## src/rtl/pc_trace_buffer.sv

```systemverilog
// Trace capture buffer for fetch-stage (PC, instruction) pairs: arm, trigger,
// post-trigger fill into a circular store, then oldest-first drain over valid/ready.
module pc_trace_buffer #(
    parameter int PC_W      = 64,
    parameter int INSTR_W   = 32,
    parameter int DEPTH     = 16,
    parameter int POST_TRIG = 8
) (
    input  logic                   clk,
    input  logic                   reset,
    input  logic                   cap_valid,
    input  logic [PC_W-1:0]        cap_pc,
    input  logic [INSTR_W-1:0]     cap_instr,
    input  logic                   arm,
    input  logic                   trig,
    input  logic                   clear,
    output logic                   rd_valid,
    input  logic                   rd_ready,
    output logic [PC_W-1:0]        rd_pc,
    output logic [INSTR_W-1:0]     rd_instr,
    output logic                   rd_last,
    output logic                   wrapped,
    output logic [1:0]             state,
    output logic [$clog2(DEPTH):0] count
);
    localparam int AW = $clog2(DEPTH);
    localparam int CW = AW + 1;
    localparam int EW = PC_W + INSTR_W;

    typedef enum logic [1:0] {
        S_IDLE  = 2'd0,
        S_ARMED = 2'd1,
        S_POST  = 2'd2,
        S_DONE  = 2'd3
    } state_t;

    state_t        state_q, state_d;
    logic [AW-1:0] wr_ptr_q, wr_ptr_d;
    logic [AW-1:0] rd_ptr_q, rd_ptr_d;
    logic [CW-1:0] count_q, count_d;
    logic [7:0]    post_cnt_q, post_cnt_d;
    logic          wrapped_q, wrapped_d;
    logic          wr_en;
    logic          rd_fire;
    logic          in_capture;
    logic [EW-1:0] rd_entry;
    logic [EW-1:0] mem_q [DEPTH];

    assign in_capture = (state_q == S_ARMED) || (state_q == S_POST);
    assign rd_fire    = rd_valid && rd_ready;

    // NOTE: sequential state is updated with non-blocking assignments only, so every
    // register samples the values that existed before the clock edge.
    always_ff @(posedge clk or posedge reset) begin
        if (reset) begin
            state_q <= S_IDLE;
        end else begin
            state_q <= state_d;
        end
    end

    // NOTE: every combinational output gets a default first, so no path can leave
    // it unassigned and infer a latch.
    always_comb begin
        state_d = state_q;
        if (clear) begin
            state_d = S_IDLE;
        end else begin
            case (state_q)
                S_IDLE:  if (arm) state_d = S_ARMED;
                S_ARMED: begin
                    if (trig) begin
                        if (POST_TRIG == 0) begin
                            // A trigger with nothing captured has nothing to drain.
                            state_d = (count_d != '0) ? S_DONE : S_IDLE;
                        end else begin
                            state_d = S_POST;
                        end
                    end
                end
                S_POST:  if (cap_valid && post_cnt_q == 8'd1) state_d = S_DONE;
                S_DONE:  if (rd_fire && count_q == CW'(1)) state_d = S_IDLE;
            endcase
        end
    end

    always_comb begin
        wr_ptr_d   = wr_ptr_q;
        rd_ptr_d   = rd_ptr_q;
        count_d    = count_q;
        post_cnt_d = post_cnt_q;
        wrapped_d  = wrapped_q;
        wr_en      = 1'b0;
        if (clear) begin
            count_d = '0;
        end else if (state_q == S_IDLE) begin
            if (arm) begin
                wr_ptr_d  = '0;
                count_d   = '0;
                wrapped_d = 1'b0;
            end
        end else if (in_capture) begin
            if (cap_valid) begin
                wr_en    = 1'b1;
                wr_ptr_d = wr_ptr_q + 1'b1;
                if (count_q == CW'(DEPTH)) begin
                    wrapped_d = 1'b1;
                end else begin
                    count_d = count_q + 1'b1;
                end
            end
            if (state_q == S_ARMED && trig) begin
                post_cnt_d = 8'(POST_TRIG);
            end else if (state_q == S_POST && cap_valid) begin
                post_cnt_d = post_cnt_q - 8'd1;
            end
        end else if (rd_fire) begin
            rd_ptr_d = rd_ptr_q + 1'b1;
            count_d  = count_q - 1'b1;
        end
        // Oldest entry sits count places behind the write pointer (mod DEPTH).
        if (state_d == S_DONE && state_q != S_DONE) begin
            rd_ptr_d = wr_ptr_d - count_d[AW-1:0];
        end
    end

    always_ff @(posedge clk or posedge reset) begin
        if (reset) begin
            wr_ptr_q   <= '0;
            rd_ptr_q   <= '0;
            count_q    <= '0;
            post_cnt_q <= '0;
            wrapped_q  <= 1'b0;
        end else begin
            wr_ptr_q   <= wr_ptr_d;
            rd_ptr_q   <= rd_ptr_d;
            count_q    <= count_d;
            post_cnt_q <= post_cnt_d;
            wrapped_q  <= wrapped_d;
        end
    end

    // NOTE: the storage array has no reset; count gates every read, so stale
    // contents are never visible and the array can map onto plain RAM.
    always_ff @(posedge clk) begin
        if (wr_en) begin
            mem_q[wr_ptr_q] <= {cap_pc, cap_instr};
        end
    end

    always_comb begin
        rd_valid = (state_q == S_DONE) && (count_q != '0);
        rd_last  = rd_valid && (count_q == CW'(1));
        rd_entry = mem_q[rd_ptr_q];
        rd_pc    = '0;
        rd_instr = '0;
        if (rd_valid) begin
            {rd_pc, rd_instr} = rd_entry;
        end
    end

    assign state   = state_q;
    assign count   = count_q;
    assign wrapped = wrapped_q;

endmodule

```

## config.mk

```make
export PLATFORM = sky130hd
export DESIGN_NAME = pc_trace_buffer
export DESIGN_NICKNAME = d
export VERILOG_FILES = /design/src/rtl/pc_trace_buffer.sv
export SDC_FILE = /design/constraint.sdc
export NUM_CORES = 1
export LEC_CHECK = 0
export ABC_AREA = 1
export CORE_ASPECT_RATIO = 2
export CORE_MARGIN = 4
export CORE_UTILIZATION = 55
export DETAILED_ROUTE_END_ITERATION = 10
export PLACE_DENSITY_LB_ADDON = 0.3
export SLEW_MARGIN = 20
export SYNTH_ARGS = -nofsm -noshare
export SYNTH_HDL_FRONTEND = slang
export SYNTH_SLANG_ARGS = --single-unit
```

## constraint.sdc

```tcl
create_clock -name clk -period 5.6 [get_ports clk]
set_clock_uncertainty 0.05 [all_clocks]
set_input_delay 0.84 -clock clk [delete_from_list [all_inputs] [get_ports clk]]
set_output_delay 0.84 -clock clk [all_outputs]
set_load 0.02 [all_outputs]
```

==> Word-level counts from Yosys, hierarchy flattened <==
Memory sizes are Yosys's and may differ from the RTL's.
Index checks and enable logic that the tools add are counted.
{ "totals": {"reg_bits": 24, "ramBits": 1536, "input_bits": 103, "out_inout_bits": 106, "mem_count": 1} }
{ "classes": {"n_addsub": 6, "eq_ne": 15, "mux": 38, "bitwise_logic": 2, "n_reduce_logical": 21} }
{ "memory_table": {"columns": ["name", "words", "word_bits", "rd", "rd_ports_with_merged_regs", "wr", "line_no", "rtl"], "rows": [
  ["mem_q", 16, 96, 1, 0, 1, "47", "logic [EW-1:0] mem_q [DEPTH];"]
]} }
{ "ops": {"columns": ["operator", "count"], "rows": [
  ["2-to-1 mux 64 bit", 1],
  ["2-to-1 mux 4 bit", 10],
  ["2-to-1 mux 5 bit", 7],
  ["2-to-1 mux 32 bit", 1],
  ["2-to-1 mux 8 bit", 2],
  ["AND reduction 4 bit", 3],
  ["2-to-1 mux 1 bit", 11],
  ["2-to-1 mux 2 bit", 5],
  ["nonzero test 2 bit", 5],
  ["adder 4 x 1 -> 4 bit (second input constant)", 2],
  ["== test 8 x 1 -> 1 bit (second input constant)", 1],
  ["logical AND 1 bit", 8],
  ["case mux 2 bit (4 select lines)", 1],
  ["subtractor 8 x 1 -> 8 bit (second input constant)", 1],
  ["== test 2 bit (second input constant)", 3],
  ["!= test 2 x 1 -> 1 bit (second input constant)", 3],
  ["adder 5 x 1 -> 5 bit (second input constant)", 1],
  ["== test 5 x 1 -> 1 bit (second input constant)", 1],
  ["== test 5 bit (second input constant)", 1],
  ["AND reduction 5 bit", 1],
  ["nonzero test 5 bit", 1],
  ["subtractor 5 x 1 -> 5 bit (second input constant)", 1],
  ["!= test 2 bit (second input constant)", 2],
  ["!= test 4 x 3 -> 1 bit (second input constant)", 1],
  ["other kinds (8)", 9]
]} }

==> Logic depth before layout (Yosys ltp) <==
{ "logic_depth": {"ltp_word": 11, "depth_mapped": 24, "mapped_depth_nobuf": 23} }

==> Worst setup path before layout <==
OpenSTA, ideal clock, no wires.
{ "synth_timing": {"kind": "register to register", "startpoint": "register state_q[0] (netlist: state[0])", "endpoint": "memory mem_q[0][0] in the netlist's numbering (enable)", "arrival_time_ps": 5483, "required_ps": 4999, "path_slack_ps": -484, "stages_incl_launch_ff": 10, "n_path_buf": 1, "path_cell_list": "dfrtp_1 > inv_1 > ha_1 > buf_6 > inv_6 > nor2_8 > nand2_4 > inv_1 > nand2_1 > nor2_1"} }
{ "synth_between": {"elab_chain_len": 7, "elab_cells_between_ends": 9} }
{ "synth_rtl": {"columns": ["element", "line_no", "rtl"], "rows": [
  ["start: declaration", "37", "state_t state_q, state_d;"],
  ["start signal: assignment", "58", "state_q <= state_d;"],
  ["== test 2 x 1 -> 1 bit or == test 2 bit (tied branches)", "49", "assign in_capture = (state_q == S_ARMED) || (state_q == S_POST);"],
  ["logical OR 1 bit", "49", null],
  ["2-to-1 mux 1 bit", "102", "end else if (in_capture) begin"],
  ["2-to-1 mux 1 bit *", "96", "end else if (state_q == S_IDLE) begin"],
  ["2-to-1 mux 1 bit *", "94", "if (clear) begin"],
  ["2-to-1 mux 1 bit *", "146", "if (wr_en) begin"],
  ["2-to-1 mux 1 bit (not written as such) *", "147", "mem_q[wr_ptr_q] <= {cap_pc, cap_instr};"],
  ["end: declaration", "47", null]
]} }
Mark *: on every way between the ends. The rest lies on a longest branch, timed or not.

==> Final worst setup path <==
{ "layout_timing": {"startpoint": "register rd_ptr_q[1]", "endpoint": "output port rd_pc[32]"} }
{ "layout_between": {"elab_chain_len": 2} }
{ "layout_rtl": {"columns": ["element", "line_no", "rtl"], "rows": [
  ["start: declaration", "39", "logic [AW-1:0] rd_ptr_q, rd_ptr_d;"],
  ["start signal: assignment", "136", "rd_ptr_q <= rd_ptr_d;"],
  ["memory read (16 x 96 bit)", null, null],
  ["2-to-1 mux 64 bit", "157", "if (rd_valid) begin"],
  ["end: declaration", "19", "output logic [PC_W-1:0] rd_pc,"]
]} }
Every way passes these cells.

==> metrics <==
hpwl dp 77900 µm; PnR Total Power between 30 and 40 mW; Leakage around 22 nW; Residual DRC 0; maxcap violations 0; share of layout cells above drive strength 1 under 10%; Async SR Flop Fraction approximately 1.5%; Die Width between 200 and 250 µm; crit-path max cell delay between 0.7 and 0.8 ns; RSZ-0062 raised after global routing no; Worst Hold Class in2async; final critical-path required period approximately 5.2 ns; Non-Filler Cell Area, Final 69100 µm²; fin nets approximately 4600; area fraction of the dominant cell type after synthesis between 70% and 80%; Reg clk slew, reported paths around 0.060 ns; global-route wire length before repair roughly 240000 µm; number of synthesized flops with an enable pin about 1500; Hold Violations, Final 0; Ys Warns 0; Placed Instances ~5800; ys flop type edfxtp_1; setup ws final roughly 0.42 ns; cell area after synthesis between 60000 and 70000 µm²; Req. time, crit path 4.71 ns; WL/cell ~26 µm; relative slew slack approximately a fifth; top cells by area, synth edfxtp_1 (75%), o21ai_0 (6.2%), nor2_1 (4.9%), o221ai_1 (3.6%), o211ai_1 (1.6%); cells after synthesis 4380; CTS tree yes; Post-Syn Nets 4503; R2R Setup Slk 1.81 ns; Vias approximately 40000; Crit. End Element primary output; Max Transition Viols Final 0; vias per std cell around 6.4; count of cell types in the netlist between 40 and 50; Crit Path Class reg2out; grt total ovfl 0; num rows 173; Core Area around 110000 µm²; synth cell count leaders edfxtp_1 (1536), nor2_1 (804), o21ai_0 (756); final non-filler cell total 6077; outcome completed; Max Clock Freq 0.193 GHz; endpoints failing setup 0; CTS buffer count 132; largest net degree at the start of global routing between 200 and 250; WL final 158000 µm; Crit Path Max Fanout 91; # Post-CTS Setup Buffers 0; CTS H-tree depth 4; fill count about 8000; Antenna Nets Post-Route 0; crit path launch rd_ptr_q[1]; Worst VDD drop around 0.00042 V; Skew-Pair Late Insertion Delay roughly 0.75 ns; DRT Pass-1 Iters 6; Synth area leader edfxtp_1; initial antenna violation count 17; area delta synth->final 12.8%; Worst EP arrival 4.29 ns; Tot GR Track Use about a quarter; starting density of the core between 50% and 60%; cell with the largest stage delay on the worst path dfrtp_4; Die Area about 120000 µm²; worst-path cell chain inv_8 > buf_12 > buf_4 > o21ai_0 > o221ai_1 > nand3_1 > a21oi_1 > clkdlybuf4s50_1; clock root cell clkbuf_16; fin crit share between 90 and 100%; DRT iter0 DRCs approximately 4400; Die Height between 400 and 500 µm; post-cts repair resize count 0; pwr/cell area 444 nW/µm²; nature of the critical path startpoint register; IO buf count approximately 210; number of global-route vias before repair 38600; most frequent cell after synthesis edfxtp_1; Sink Count about 1600; flops & latches, synth approximately 1600; DP Area about 65000 µm²; Least-Margin Pin Slew approximately 1.2 ns; dpl ws roughly 1.3 ns; Top-Level Pins between 200 and 250; area occupied by multi-input gates 12900 µm²; R2R Path Start state[0]; Top delay family on crit path buffers and inverters; Seq. cell area 46700 µm²; Buf/Inv on CP 4; hold buffers post-CTS 0; post-synthesis sequential area ratio around three quarters; Avg Inst Size Synth between 10 and 15 µm²; GPL Wtd Cong just under 0.8; Clock Tree Buf Depth 3
[path summary, 6_finish.rpt]
| check | endpoint | cells past startpoint |
|---|---|---|
| max | rd_pc[32] | 8 |
| min reg2reg | post_cnt_q[7] | 1 |
| min in group clk | post_cnt_q[7] | 1 |
| min | post_cnt_q[7] | 2 |
| max in group asynchronous | rd_ptr_q[2] | 2 |
| max reg2reg | rd_ptr_q[3] | 19 |
[stage by stage]
stage,hold WS (ns),utilization [%],TNS (ns)
global route,0.455,62.3,0
detailed placement,0.414,58.6,0
floorplan,0.388,-,-739.96
finish,0.418,62.4,0
global placement,0.413,58.6,0
CTS,0.427,62.3,0
[registers in the layout, summed over array words and instances, names as in the netlist]
| name | flops |
|---|---|
| wrapped | 1 |
| rd_ptr_q | 4 |
| count | 5 |
| mem_q | 1536 |
| wr_ptr_q | 4 |
| state | 2 |
| post_cnt_q | 8 |
[report_power, final]
| group | total [mW] | internal, mW | switching [mW] |
|---|---|---|---|
| sequential | 13.3 | 13.0 | 0.294 |
| combinational | 8.49 | 2.51 | 5.97 |
| clock | 8.91 | 4.83 | 4.08 |
[cell type report]
type                       count  area share (%)
timing repair buffer         295            4.57
sequential                  1560            67.6
inverter                      60           0.373
clock inverter                82           0.927
multi-input combinational   2427            18.7
clock buffer                 158            5.08
antenna                        8          0.0290
tap                         1487            2.69
[worst reg2reg max path, cell delays in order, from the launching register on]
cell and delay (ns):
dfrtp_1 0.48, inv_1 0.14, ha_1 0.61, inv_6 0.11
or2_2 0.29, o311ai_0 0.54, inv_1 0.18, ha_1 0.32
nand2_1 0.07, nand2_1 0.05, a21oi_1 0.23, nand3b_1 0.15
nand2_1 0.07, inv_1 0.06, nand3_1 0.06, nand2_1 0.08
nand2_1 0.05, nand2_1 0.09, nand2_1 0.06, inv_1 0.05
[per-layer routing]
layer	up-vias	GRT usage, %	share of wire (%)
met3	401	4.59	8.3
li1	17000	-	-
met1	19700	35.1	38
met4	12	11.0	3.8
met2	1956	44.3	50
met5	-	0	0.053
[layout by cell type (no fill, tap or decap), drive strengths merged]
cell,instances
edfxtp,1536
nor2,810
o21ai,789
o221ai,255
clkdlybuf4s50,208
clkbuf,158
o211ai,131
o22ai,129
a21oi,111
buf,87
nand3,86
nand2,70
inv,69
clkinv,61
dfrtp,24
ha,19
diode,8
bufinv,7
nor3,6
clkinvlp,5
nand4,4
xor2,2
nand3b,2
or2,2
o31ai,1
nor4,1
a21boi,1
o21bai,1
xnor2,1
o2111ai,1
o311ai,1
a32o,1
a31oi,1
nor3b,1
fa,1
[kinds of logic (layout without fill, tap and decap cells)]
logic type / after synthesis / in the layout / synth area share [%]
DFF: 1560 / 1560 / 76.3
and+or+nand+nor: 982 / 982 / 6.38
adders and majority gates: 20 / 20 / 0.421
AOI/OAI and AO/OA: 1422 / 1422 / 14.0
buffers and inverters: 393 / 595 / 2.85
other: 0 / 8 / 0
xor gates and xnor gates: 3 / 3 / 0.0429
Power figures use the tool's default switching activity.
